<file path="config.mk">
export PLATFORM = sky130hd
export DESIGN_NAME = dmem_copy_engine
export DESIGN_NICKNAME = d
export VERILOG_FILES = /design/src/rtl/dmem_copy_engine.sv
export SDC_FILE = /design/constraint.sdc
export NUM_CORES = 1
export LEC_CHECK = 0
export CORE_MARGIN = 2
export CORE_UTILIZATION = 30
export CTS_CLUSTER_SIZE = 10
export DETAILED_ROUTE_END_ITERATION = 10
export PLACE_DENSITY = 0.53
export SETUP_SLACK_MARGIN = 0.02
export SLEW_MARGIN = 10
export SYNTH_ARGS = -nofsm -noshare
export SYNTH_HDL_FRONTEND = slang
export SYNTH_SLANG_ARGS = --single-unit
</file>
<file path="constraint.sdc">
create_clock -name Clk -period 2 [get_ports Clk]
set_input_delay 0.4 -clock Clk [delete_from_list [all_inputs] [get_ports Clk]]
set_output_delay 0.4 -clock Clk [all_outputs]
set_load 0.005 [all_outputs]
</file>
<file path="src/rtl/dmem_copy_engine.sv">
// Byte-wise forward copy engine driving a single-port data memory.
// Alternates one READ and one WRITE cycle per byte; supports abort and Len saturation.
module dmem_copy_engine #(
    parameter int W = 8,
    parameter int A = 8
) (
    input  logic         Clk,
    input  logic         Reset,
    input  logic         Start,
    input  logic         Abort,
    input  logic [A-1:0] SrcAddr,
    input  logic [A-1:0] DstAddr,
    input  logic [A:0]   Len,
    input  logic [W-1:0] MemRdData,
    output logic [A-1:0] DataAddress,
    output logic         WriteEn,
    output logic [W-1:0] MemWrData,
    output logic         Busy,
    output logic         Done,
    output logic         Aborted,
    output logic [A:0]   Remaining
);

    typedef enum logic [1:0] {
        IDLE  = 2'd0,
        READ  = 2'd1,
        WRITE = 2'd2,
        DONE  = 2'd3
    } state_t;

    localparam logic [A:0]   MAX_LEN = {1'b1, {A{1'b0}}};
    localparam logic [A:0]   LEN_ONE = (A+1)'(1);
    localparam logic [A-1:0] PTR_ONE = A'(1);

    state_t         state_q, state_d;
    logic [A-1:0]   src_q, src_d;
    logic [A-1:0]   dst_q, dst_d;
    logic [W-1:0]   buf_q, buf_d;
    logic [A:0]     rem_q, rem_d;
    logic           aborted_q, aborted_d;

    // A full memory is the most that can be copied without revisiting addresses.
    function automatic logic [A:0] sat_len(input logic [A:0] len);
        return (len > MAX_LEN) ? MAX_LEN : len;
    endfunction

    always_ff @(posedge Clk or posedge Reset) begin
        if (Reset) begin
            state_q   <= IDLE;
            src_q     <= '0;
            dst_q     <= '0;
            buf_q     <= '0;
            rem_q     <= '0;
            aborted_q <= 1'b0;
        end else begin
            state_q   <= state_d;
            src_q     <= src_d;
            dst_q     <= dst_d;
            buf_q     <= buf_d;
            rem_q     <= rem_d;
            aborted_q <= aborted_d;
        end
    end

    always_comb begin
        state_d     = state_q;
        src_d       = src_q;
        dst_d       = dst_q;
        buf_d       = buf_q;
        rem_d       = rem_q;
        aborted_d   = aborted_q;
        DataAddress = '0;
        WriteEn     = 1'b0;
        Busy        = 1'b0;
        Done        = 1'b0;

        case (state_q)
            IDLE: begin
                if (Start) begin
                    src_d     = SrcAddr;
                    dst_d     = DstAddr;
                    rem_d     = sat_len(Len);
                    aborted_d = 1'b0;
                    state_d   = (Len == '0) ? DONE : READ;
                end
            end
            READ: begin
                DataAddress = src_q;
                Busy        = 1'b1;
                if (Abort) begin
                    aborted_d = 1'b1;
                    state_d   = DONE;
                end else begin
                    buf_d   = MemRdData;
                    state_d = WRITE;
                end
            end
            WRITE: begin
                // The write driven this cycle always lands, so it is counted even on abort.
                DataAddress = dst_q;
                WriteEn     = 1'b1;
                Busy        = 1'b1;
                src_d       = src_q + PTR_ONE;
                dst_d       = dst_q + PTR_ONE;
                rem_d       = rem_q - LEN_ONE;
                if (Abort) begin
                    aborted_d = 1'b1;
                    state_d   = DONE;
                end else if (rem_q == LEN_ONE) begin
                    state_d = DONE;
                end else begin
                    state_d = READ;
                end
            end
            DONE: begin
                Done    = 1'b1;
                state_d = IDLE;
            end
            default: begin
                state_d = IDLE;
            end
        endcase
    end

    assign MemWrData = buf_q;
    assign Aborted   = aborted_q;
    assign Remaining = rem_q;

endmodule

</file>
* Word level (Yosys, flattened, before mapping) *
Index checks and enable logic that the tools add are counted.

cells by class
  add/subtract/negate cells = 3
  $mul = 0
  div/mod/pow operators = 0
  $lt $le $gt $ge = 1
  eq/ne operators = 6
  shift-type cells = 0
  multiplexer cells = 20
  bitwise logic cells = 1
  reduce and logical (&&, ||, !) cells = 8

operators with widths
  kind                                                                number
  8-bit one-hot mux with 2 select lines                               3
  9-bit two-way mux                                                   2
  9-bit one-hot mux with 2 select lines                               1
  8-bit by 1-bit adder with 8-bit output, second input constant       2
  8-bit two-way mux                                                   2
  9-bit by 1-bit == test with 1-bit output, second input constant     1
  9-bit greater-than comparator, second input constant                1
  9-bit zero test                                                     1
  9-bit by 1-bit subtractor with 9-bit output, second input constant  1
  2-bit two-way mux                                                   4
  2-bit one-hot mux with 4 select lines                               1
  1-bit two-way mux                                                   6
  2-bit == test, second input constant                                2
  2-bit AND reduction                                                 2
  2-bit nonzero test                                                  2
  3-bit AND reduction                                                 1
  2-bit by 1-bit == test with 1-bit output, second input constant     1
  2-bit zero test                                                     1
  2-bit by 1-bit != test with 1-bit output, second input constant     1
  2-bit != test, second input constant                                1
  1-bit one-hot mux with 2 select lines                               1
  2-bit OR reduction                                                  1
  1-bit inverter                                                      1

word-level totals
  bits in registers = 36
  latch bits = 0
  memory bits (writable) = 0
  memory bits (read-only) = 0
  input bits = 37
  output and inout bits = 29
  logic and storage cells = 45
  memories = 0

* Depth between registers and ports, before layout *
Gate-level depths: netlist of run 1.

  depth after elaboration = 4
  gate-level depth with buffers = 9
  gate-level depth less buffers = 6

* Least setup slack after synthesis of run 1 *
Ideal clock, no wire load.

  path type = flip-flop to output port
  start point = register state_q[0]
  end point = output port DataAddress[7]
  data arrival time = 1.359 ns
  data required time = 1.600 ns
  path slack = 0.241 ns
  cell stages (with the launch flop) = 7
  path buffers = 2
  path through = dfrtp_1 -> inv_1 -> ha_1 -> buf_2 -> buf_2 -> nand2_1 -> a21boi_0

on the way
  longest elaborated chain between the ends = 2
  elaborated cells between the ends (all ways) = 3
  classes of those cells = eq/ne: 2; mux: 1

RTL lines
  item                                                                              RTL line  source
  start, declared                                                                   35        state_t state_q, state_d;
  start signal, assigned                                                            56        state_q <= state_d;
  2-bit == test / 2-bit by 1-bit == test with 1-bit output (equally long branches)  77        case (state_q)
  8-bit one-hot mux with 2 select lines (*)                                         77
  end, declared                                                                     15        output logic [A-1:0] DataAddress,

Mark *: on every way between the ends. The rest lies on a longest branch, timed or not.

* Final worst setup path of run 1 *
  start point = register state_q[1]
  end point = register src_q[6]

on the way
  longest elaborated chain between the ends = 3
  elaborated cells between the ends (all ways) = 6
  classes of those cells = eq/ne: 2; mux: 1; reduce/logical: 3

RTL lines
  item                                                                         RTL line  source
  2-bit == test / 2-bit zero test (equally long branches)                      77
  2-bit nonzero test (no source line) / 2-bit != test (equally long branches)  -
  2-bit AND reduction (no source line)                                         -
  end signal, assigned                                                         57        src_q <= src_d;
  end, declared                                                                36        logic [A-1:0] src_q, src_d;

Several ways; a longest one is shown, not always the timed one.
A chain may end at the register's enable or synchronous reset.

==> flow_metrics.env, run 1 <==
export IMPL_viasPerCell=4.99
export IMPL_cts_clk_slew_worst_paths_ns=0.08
export IMPL_dieArea_um2=8170
export IMPL_hold_violations=0
export IMPL_setup_slack_ns=0.102
export IMPL_vias=2227
export IMPL_grt_pass1_vias=2183
export IMPL_synth_seq_cells=36
export IMPL_synth_top_cell_area_share=0.402
export IMPL_fin_crit_sh=0.949
export IMPL_async_flop_share=1.00
export IMPL_synth_edff_count=0
export IMPL_grt_pass1_wl_um=10400
export IMPL_syn_area_per_cell_um2=8.85
export IMPL_finClkSkew_ns=0.00595
export IMPL_synth_seq_area_share=0.402
export IMPL_fin_crit_ns=1.90
export IMPL_start_util=0.309
export IMPL_endpoint_kind="register"
export IMPL_insertion_delay_ns=0.28
export IMPL_worstMarginPinSlew_ns=0.372
export IMPL_finish_utilization=0.477
export IMPL_crit_path_start_kind="register"
export IMPL_clock_root_buffer="clkbuf_8"
export IMPL_track_usage=0.155
export IMPL_synth_top_area_cell="dfrtp_1"
export IMPL_num_rows=31
export IMPL_max_cap_violations=0
export IMPL_io_buffers=65
export IMPL_cts_tree="done"
export IMPL_synth_cells=253
export IMPL_gp_congestion=0.840
export IMPL_wl_um=6390
export IMPL_placed_area_um2=3240
export IMPL_critical_path_class="register to register"
export IMPL_stdcell_area_um2=3460
export IMPL_dp_slack_ns=-0.0908
export IMPL_finalMaxSlewViolations=0
export IMPL_crit_fanout=19
export IMPL_yosys_top_cells_area="dfrtp_1 40%, o21ai_0 4.9%, a21oi_1 4.7%"
export IMPL_critPathArrivalTime_ns=2.07
export IMPL_p_per_area_nw_per_um2=1620
export IMPL_syn_nets=298
export IMPL_synthTopCellsByCount="36 x dfrtp_1, 22 x o21ai_0, 21 x a21oi_1"
export IMPL_die_width_um=90.4
export IMPL_drc=0
export IMPL_ys_warn_count=0
export IMPL_syn_to_final_growth_pct=54.6
export IMPL_hp_class="input pin to asynchronous set/reset pin"
export IMPL_finalSetupViolCount=0
export IMPL_worstPathRequired_ns=2.17
export IMPL_timing_fmax_mhz=527
export IMPL_synth_main_ff_cell="dfrtp_1"
export IMPL_num_io_pins=66
export IMPL_firstDrtPassIters=4
export IMPL_yosysMostFrequentCell="dfrtp_1"
export IMPL_fp_dieH_um=90.4
export IMPL_core_um2=7250
export IMPL_r2r_slack_ns=0.10
export IMPL_rsz0062_at_grt="false"
export IMPL_layout_nets=392
export IMPL_drtAntennaViolNets=0
export IMPL_overflow=0
export IMPL_cts_path_max_buffers=2
export IMPL_slew_headroom=0.752
export IMPL_status="completed"
export IMPL_synth_cell_area_um2=2240
export IMPL_routedWlPerCell_um=14.3
export IMPL_initialDrtViolationCount=115
export IMPL_drive_gt1_frac=0.233
export IMPL_cts_sinks=36
export IMPL_antenna_found_initial=0
export IMPL_antenna_cells=0
export IMPL_dp_final_hpwl_um=4620
export IMPL_finalPower_uw=5610
export IMPL_synth_cell_types=39
export IMPL_cts_made_buffers=5
export IMPL_htree_levels=2
export IMPL_p_leak_uw=0.00148
export IMPL_dp_cells=432
export IMPL_ir_drop_uv=642
export IMPL_grt_max_degree=37
export IMPL_fin_cells=446
[path summary, 6_finish.rpt]
| check | from | end | depth (start not counted) |
|---|---|---|---|
| setup / recovery | state_q[1] | src_q[6] | 9 |
| hold / removal | Reset | dst_q[2] | 3 |
| setup reg to reg | state_q[1] | src_q[6] | 9 |
| hold reg to reg | MemWrData[7] | MemWrData[7] | 1 |
| max in group asynchronous | Reset | state_q[0] | 3 |
| min in group Clk | MemWrData[7] | MemWrData[7] | 1 |
[flip-flops by register name, summed over array words and instances, names as in the netlist]
name and count:
Remaining 9, MemWrData 8, dst_q 8, src_q 8, state_q 2, Aborted 1
[critical path, stage by stage, from the launching register on]
cell	delay (ns)
dfrtp_1	0.40
buf_6	0.13
ha_4	0.16
buf_4	0.13
buf_8	0.14
buf_12	0.15
mux2i_2	0.17
buf_4	0.17
a21oi_1	0.04
o2bb2a_1	0.29
[cells by family (layout without fill, tap and decap cells)]
kind of cell               Yosys count  count (layout)  share of synthesized area
AOI/OAI and AO/OA                   86              86                      0.236
adders and majority gates            8               8                     0.0447
buffers and inverters               31             125                     0.0559
DFF                                 36              36                      0.402
muxes                               16              16                     0.0805
and+or+nand+nor                     76              76                      0.180
[per-layer routing]
layer	global-route usage	routed length, um	up-vias
met2	0.263	3140	54
met4	0.0308	21	0
met5	0	0	-
met3	0.0334	293	2
met1	0.204	2940	1061
li1	-	-	1110
[repair_timing]
| item | in CTS | in global routing |
|---|---|---|
| cloned | 0 | 0 |
| hold buffers | 0 | 0 |
| pin swaps | 3 | 3 |
| endpoints found under the setup margin | 13 | 13 |
| resized for setup | 41 | 11 |
| buffers inserted | 5 | 4 |
[final cells by class]
cell class	instances	area [um2]
clock buffers	7	96.3
fillers	708	3790
inverters	15	56.3
multi-input cells	186	1290
flip-flops and latches	36	901
well taps	99	124
repair buffers	103	990
[layout by cell type, fill, tap and decap left out, types with 2 or more instances in the layout]
master	netlist	routed
and3_1	6	6
a32oi_1	2	2
nor2b_1	11	10
a22oi_1	9	3
a2bb2oi_1	3	3
nand4_1	3	3
nor3_1	3	3
inv_1	15	13
buf_6	0	2
dlygate4sd2_1	0	3
a21boi_0	5	3
nand2b_1	2	2
a21oi_1	21	21
buf_12	0	6
dfrtp_1	36	36
ha_4	0	3
nand3_1	16	16
mux2_4	1	2
ha_1	8	5
inv_2	0	2
clkbuf_8	0	7
clkbuf_2	0	5
a22oi_2	0	6
buf_2	7	2
nor2_1	14	13
nand2_1	13	13
buf_4	0	29
clkdlybuf4s50_1	0	54
o21ai_0	22	22
mux2_2	9	8
a31oi_1	8	8
o22ai_1	10	10
mux2i_1	5	5
[power breakdown]
group	leakage [uW]	switching, uW	internal, uW
sequential	0.000421	350	1080
clock	0.0000503	263	307
combinational	0.00101	1560	2040
[per-stage QoR]
stage          TNS, ns  hold slack (ns)
6_report             0            0.462
5_1_grt              0            0.526
4_1_cts         -0.176            0.468
3_5_place_dp    -0.140            0.497
3_3_place_gp   -0.0436            0.490
2_1_floorplan        0            0.490
No activity file was read; power rests on OpenSTA's default activity.
==> inputs of run 2 (changes only) <==
CORE_MARGIN = not set   (was 2)
CORE_UTILIZATION = 35   (was 30)
PLACE_DENSITY = 0.6   (was 0.53)
SLEW_MARGIN = 20   (was 10)
==> flow_metrics.env, run 2 (synthesized netlist as in run 1, its figures left out) <==
export IMPL_layout_commonest_cell="clkdlybuf4s50_1"
export IMPL_clock_root_buffer="clkbuf_8"
export IMPL_fill_cells=564
export IMPL_insertion_delay_ns=0.28
export IMPL_p_leak_uw=0.00147
export IMPL_critical_path_class="register to output pin"
export IMPL_ir_drop_uv=734
export IMPL_cts_tree="done"
export IMPL_p_per_area_nw_per_um2=1640
export IMPL_critPathSlowestCell="dfrtp_1"
export IMPL_grt_pass1_wl_um=10600
export IMPL_dp_final_hpwl_um=4500
export IMPL_antenna_found_initial=0
export IMPL_endpoint_kind="output pin"
export IMPL_fin_crit_sh=0.938
export IMPL_dieArea_um2=6720
export IMPL_rsz0062_at_grt="false"
export IMPL_status="completed"
export IMPL_gp_congestion=0.783
export IMPL_viasPerCell=5.42
export IMPL_io_buffers=65
export IMPL_p_switching_uw=2190
export IMPL_layout_common_cells="54 x clkdlybuf4s50_1, 36 x dfrtp_1, 28 x buf_4"
export IMPL_cts_sinks=36
export IMPL_num_io_pins=66
export IMPL_hp_class="register to register"
export IMPL_clkPwrFrac=0.103
export IMPL_internal_power_uw=3380
export IMPL_num_rows=28
export IMPL_drive_gt1_frac=0.230
export IMPL_syn_to_final_growth_pct=51.5
export IMPL_hold_violations=0
export IMPL_cts_made_buffers=5
export IMPL_max_cap_violations=0
export IMPL_start_util=0.369
export IMPL_grt_pass1_vias=2203
export IMPL_layout_nets=389
export IMPL_routedWlPerCell_um=15.4
export IMPL_finish_utilization=0.560
export IMPL_die_width_um=82.0
export IMPL_largest_reg_flops=9
export IMPL_critical_path_cell_chain="inv_2, ha_4, buf_4, nand2_1, a21boi_2, clkbuf_2"
export IMPL_dp_slack_ns=-0.106
export IMPL_drtAntennaViolNets=0
export IMPL_overflow=0
export IMPL_finalPower_uw=5560
export IMPL_wl_um=6450
export IMPL_grt_max_degree=37
export IMPL_combPwrFrac=0.634
export IMPL_timing_fmax_mhz=533
export IMPL_cts_path_max_buffers=2
export IMPL_vias=2270
export IMPL_finClkSkew_ns=0.00555
export IMPL_p_sw_frac=0.393
export IMPL_worstPathRequired_ns=1.60
export IMPL_finalMaxSlewViolations=0
export IMPL_seqPwrFrac=0.263
export IMPL_finalSetupViolCount=0
export IMPL_worstMarginPinSlew_ns=0.473
export IMPL_initialDrtViolationCount=74
export IMPL_antenna_cells=0
export IMPL_fin_crit_ns=1.88
export IMPL_crit_path_start_kind="register"
export IMPL_crit_fanout=5
export IMPL_slew_headroom=0.684
export IMPL_finalSetupTns_ns=0
export IMPL_critPathArrivalTime_ns=1.48
export IMPL_firstDrtPassIters=4
export IMPL_htree_levels=2
export IMPL_core_um2=6060
export IMPL_setup_slack_ns=0.125
export IMPL_max_stage_delay_ns=0.40
export IMPL_track_usage=0.209
export IMPL_drc=0
export IMPL_cts_hold_buf=0
export IMPL_cts_clk_slew_worst_paths_ns=0.07
export IMPL_fp_dieH_um=82.0
## run 2: changes by cell type in the layout (fill, tap and decap cells not counted)
cell            delta
buf_12             -3
clkbuf_2           +3
buf_2              -2
dlygate4sd2_1      -2
a21boi_1           -1
a21boi_2           +1
buf_4              -1
bufbuf_16          +1
dlymetal6s2s_1     +1
mux2_2             +1
mux2_4             -1
nor2b_1            +1
nor2b_2            -1
## run 2: through the flow
stage | hold WS (ns) | cells | cell area (um2)
6_report | 0.509 | 419 | 3390
5_1_grt | 0.530 | 419 | 3390
4_1_cts | 0.513 | 418 | 3410
3_5_place_dp | 0.496 | 401 | 3130
3_3_place_gp | 0.489 | 401 | 3130
2_1_floorplan | 0.490 | 253 | 2240
## run 2: layout make-up
| class | instances | area, um2 | area share |
|---|---|---|---|
| clock buffer | 7 | 96.3 | 0.0284 |
| inverter | 15 | 56.3 | 0.0166 |
| multi-input combinational | 186 | 1290 | 0.380 |
| sequential | 36 | 901 | 0.266 |
| tap | 75 | 93.8 | 0.0277 |
| timing repair buffer | 100 | 955 | 0.281 |
## run 2: what timing repair did
item                                   4_1_cts  5_1_grt
pin swaps                                    3        2
endpoints found under the hold margin        0        0
buffers inserted                             9        1
resized for setup                           33       15
gates cloned                                 1        0
setup endpoints to repair                   10       18
## run 2: path summary, 6_finish.rpt
kind                              startpoint             end  slack (ns)  cells past startpoint
worst max-delay path              state_q[0]  DataAddress[0]        0.12                      6
worst min-delay path            MemWrData[4]    MemWrData[4]        0.51                      1
worst max register to register    state_q[1]        src_q[6]        0.13                      8
worst min register to register  MemWrData[4]    MemWrData[4]        0.51                      1
max in group asynchronous              Reset        src_q[6]        1.14                      3
min in group asynchronous              Reset        src_q[7]        0.53                      3
## run 2: worst max-delay path: cells and delay by family, from the launching register on
kind | cells | cell delay (ns)
buffers and inverters | 3 | 0.37
AND/OR/NAND/NOR | 1 | 0.07
flip-flops | 1 | 0.40
adder cells (fa/ha/maj) | 1 | 0.19
AO/OA/AOI/OAI | 1 | 0.16
## run 2: power by group through the flow
stage / Combinational, uW / Clock, uW / Sequential [uW]
3_3_place_gp: 3170 / 0 / 1450
2_1_floorplan: 1750 / 0 / 1390
3_5_place_dp: 3200 / 0 / 1460
6_report: 3530 / 571 / 1460
5_1_grt: 3900 / 625 / 1520
4_1_cts: 3540 / 587 / 1470
## run 2: metal layers
layer	global-route usage	vias up	share of wire
met5	0	-	0
met4	0.0667	0	0.016
met3	0.0422	11	0.050
met2	0.345	78	0.48
met1	0.272	1078	0.45
li1	-	1103	-
==> inputs of run 3 (changes only) <==
CELL_PAD_IN_SITES_DETAIL_PLACEMENT = 1   (was not set)
CELL_PAD_IN_SITES_GLOBAL_PLACEMENT = 1   (was not set)
PLACE_DENSITY = not set   (was 0.6)
PLACE_DENSITY_LB_ADDON = 0.1   (was not set)
==> flow_metrics.env, run 3 (synthesized netlist as in run 1, its figures left out) <==
export IMPL_fill_cells=718
export IMPL_gp_congestion=0.801
export IMPL_cts_clk_slew_worst_paths_ns=0.08
export IMPL_finish_utilization=0.545
export IMPL_track_usage=0.224
export IMPL_critical_path_class="register to output pin"
export IMPL_timing_fmax_mhz=491
export IMPL_viasPerCell=5.42
export IMPL_start_util=0.369
export IMPL_clock_root_buffer="clkbuf_8"
export IMPL_fin_crit_sh=1.02
export IMPL_worstMarginPinSlew_ns=0.590
export IMPL_crit_fanout=5
export IMPL_worstPathRequired_ns=1.60
export IMPL_insertion_delay_ns=0.30
export IMPL_seqPwrFrac=0.262
export IMPL_combPwrFrac=0.641
export IMPL_num_rows=28
export IMPL_antenna_cells=0
export IMPL_fp_dieH_um=82.0
export IMPL_status="complete, but fails checks"
export IMPL_layout_commonest_cell="clkdlybuf4s50_1"
export IMPL_antenna_found_initial=0
export IMPL_io_buffers=65
export IMPL_die_width_um=82.0
export IMPL_p_per_area_nw_per_um2=1630
export IMPL_vias=2262
export IMPL_crit_path_start_kind="register"
export IMPL_placed_area_um2=3130
export IMPL_cts_path_max_buffers=2
export IMPL_hold_violations=0
export IMPL_endpoint_kind="output pin"
export IMPL_cts_made_buffers=5
export IMPL_dieArea_um2=6720
export IMPL_internal_power_uw=3160
export IMPL_overflow=0
export IMPL_layout_nets=387
export IMPL_stdcell_area_um2=3300
export IMPL_layout_common_cells="54 x clkdlybuf4s50_1, 36 x dfrtp_1, 29 x buf_4"
export IMPL_htree_levels=2
export IMPL_cts_sinks=36
export IMPL_critPathArrivalTime_ns=1.64
export IMPL_grt_pass1_vias=2238
export IMPL_hp_class="input pin to asynchronous set/reset pin"
export IMPL_firstDrtPassIters=4
export IMPL_drc=0
export IMPL_max_cap_violations=0
export IMPL_p_leak_uw=0.00143
export IMPL_routedWlPerCell_um=16.5
export IMPL_wl_um=6900
export IMPL_register_area_um2=901
export IMPL_finalSetupViolCount=2
export IMPL_fin_hold_ws_ns=0.469
export IMPL_drive_gt1_frac=0.208
export IMPL_multi_input_area_um2=1270
export IMPL_cts_hold_buf=0
export IMPL_rsz0062_at_grt="true"
export IMPL_slew_headroom=0.605
export IMPL_p_switching_uw=2230
export IMPL_dp_final_hpwl_um=4920
export IMPL_drtAntennaViolNets=0
export IMPL_largest_reg_flops=9
export IMPL_clkPwrFrac=0.096
export IMPL_violations="negative setup slack"
export IMPL_finalMaxSlewViolations=0
export IMPL_syn_to_final_growth_pct=47.6
export IMPL_p_sw_frac=0.413
export IMPL_grt_pass1_wl_um=11200
export IMPL_num_io_pins=66
export IMPL_setup_slack_ns=-0.0380
export IMPL_core_um2=6060
export IMPL_cts_tree="done"
export IMPL_initialDrtViolationCount=70
export IMPL_ir_drop_uv=697
export IMPL_finClkSkew_ns=0.0121
export IMPL_fin_crit_ns=2.04
export IMPL_grt_max_degree=37
run 3: cell count changes in the layout (fill, tap and decap cells not counted), moves of 2 or more:
cell / previous run / this run
a21boi_1: 0 / 2
a21boi_2: 2 / 0
a22oi_1: 3 / 5
a22oi_2: 6 / 4
clkbuf_2: 8 / 6
clkbuf_8: 7 / 5
run 3: critical path: stages (launching register included):
cell	delay (ns)
dfrtp_1	0.42
buf_6	0.13
ha_4	0.17
buf_6	0.13
a22oi_1	0.17
nor2b_1	0.06
dlygate4sd2_1	0.26
run 3: per-stage QoR:
step                setup WS (ns)  power, uW  setup TNS [ns]  cells
CTS                        -0.194       5260          -0.194    412
global placement          -0.0920       4600          -0.153    404
detailed placement         -0.111       4690          -0.478    404
global route               -0.101       5860          -0.202    417
finish                    -0.0380       5390         -0.0724    417
floorplan                   0.241       3140               0    253
run 3: power by group through the flow:
| stage | sequential, uW | combinational, uW | clock [uW] |
|---|---|---|---|
| floorplan | 1390 | 1750 | 0 |
| global placement | 1410 | 3190 | 0 |
| detailed placement | 1420 | 3270 | 0 |
| CTS | 1410 | 3330 | 525 |
| global route | 1480 | 3820 | 567 |
| finish | 1410 | 3460 | 519 |
run 3: path summary, 6_finish.rpt:
kind,startpoint,endpoint,slack [ns],depth (start not counted)
max in group asynchronous,Reset,dst_q[1],1.34,3
setup / recovery,state_q[1],DataAddress[2],-0.04,6
setup reg to reg,state_q[1],Remaining[6],0.16,6
min in group Clk,MemWrData[6],MemWrData[6],0.51,1
hold / removal,Reset,Aborted,0.47,3
hold reg to reg,MemWrData[6],MemWrData[6],0.51,1
run 3: final cells by class:
| class | instances | share of cell area |
|---|---|---|
| clock buffer | 5 | 0.0208 |
| multi-input combinational | 186 | 0.384 |
| timing repair buffer | 98 | 0.272 |
| clock inverter | 2 | 0.00379 |
| tap | 75 | 0.0284 |
| inverter | 15 | 0.0178 |
| sequential | 36 | 0.273 |
run 3: routing by layer:
metal / track usage / up-vias / routed length [um]
met5: 0 / - / 0
met2: 0.374 / 48 / 3300
li1: - / 1097 / -
met1: 0.294 / 1107 / 3240
met4: 0.0526 / 0 / 80
met3: 0.0456 / 10 / 273
run 3: timing repair:
action / in CTS / in global routing
pin swaps: 1 / 1
resized for setup: 18 / 24
setup endpoints to repair: 12 / 11
setup buffers: 1 / 4
cloned: 0 / 1
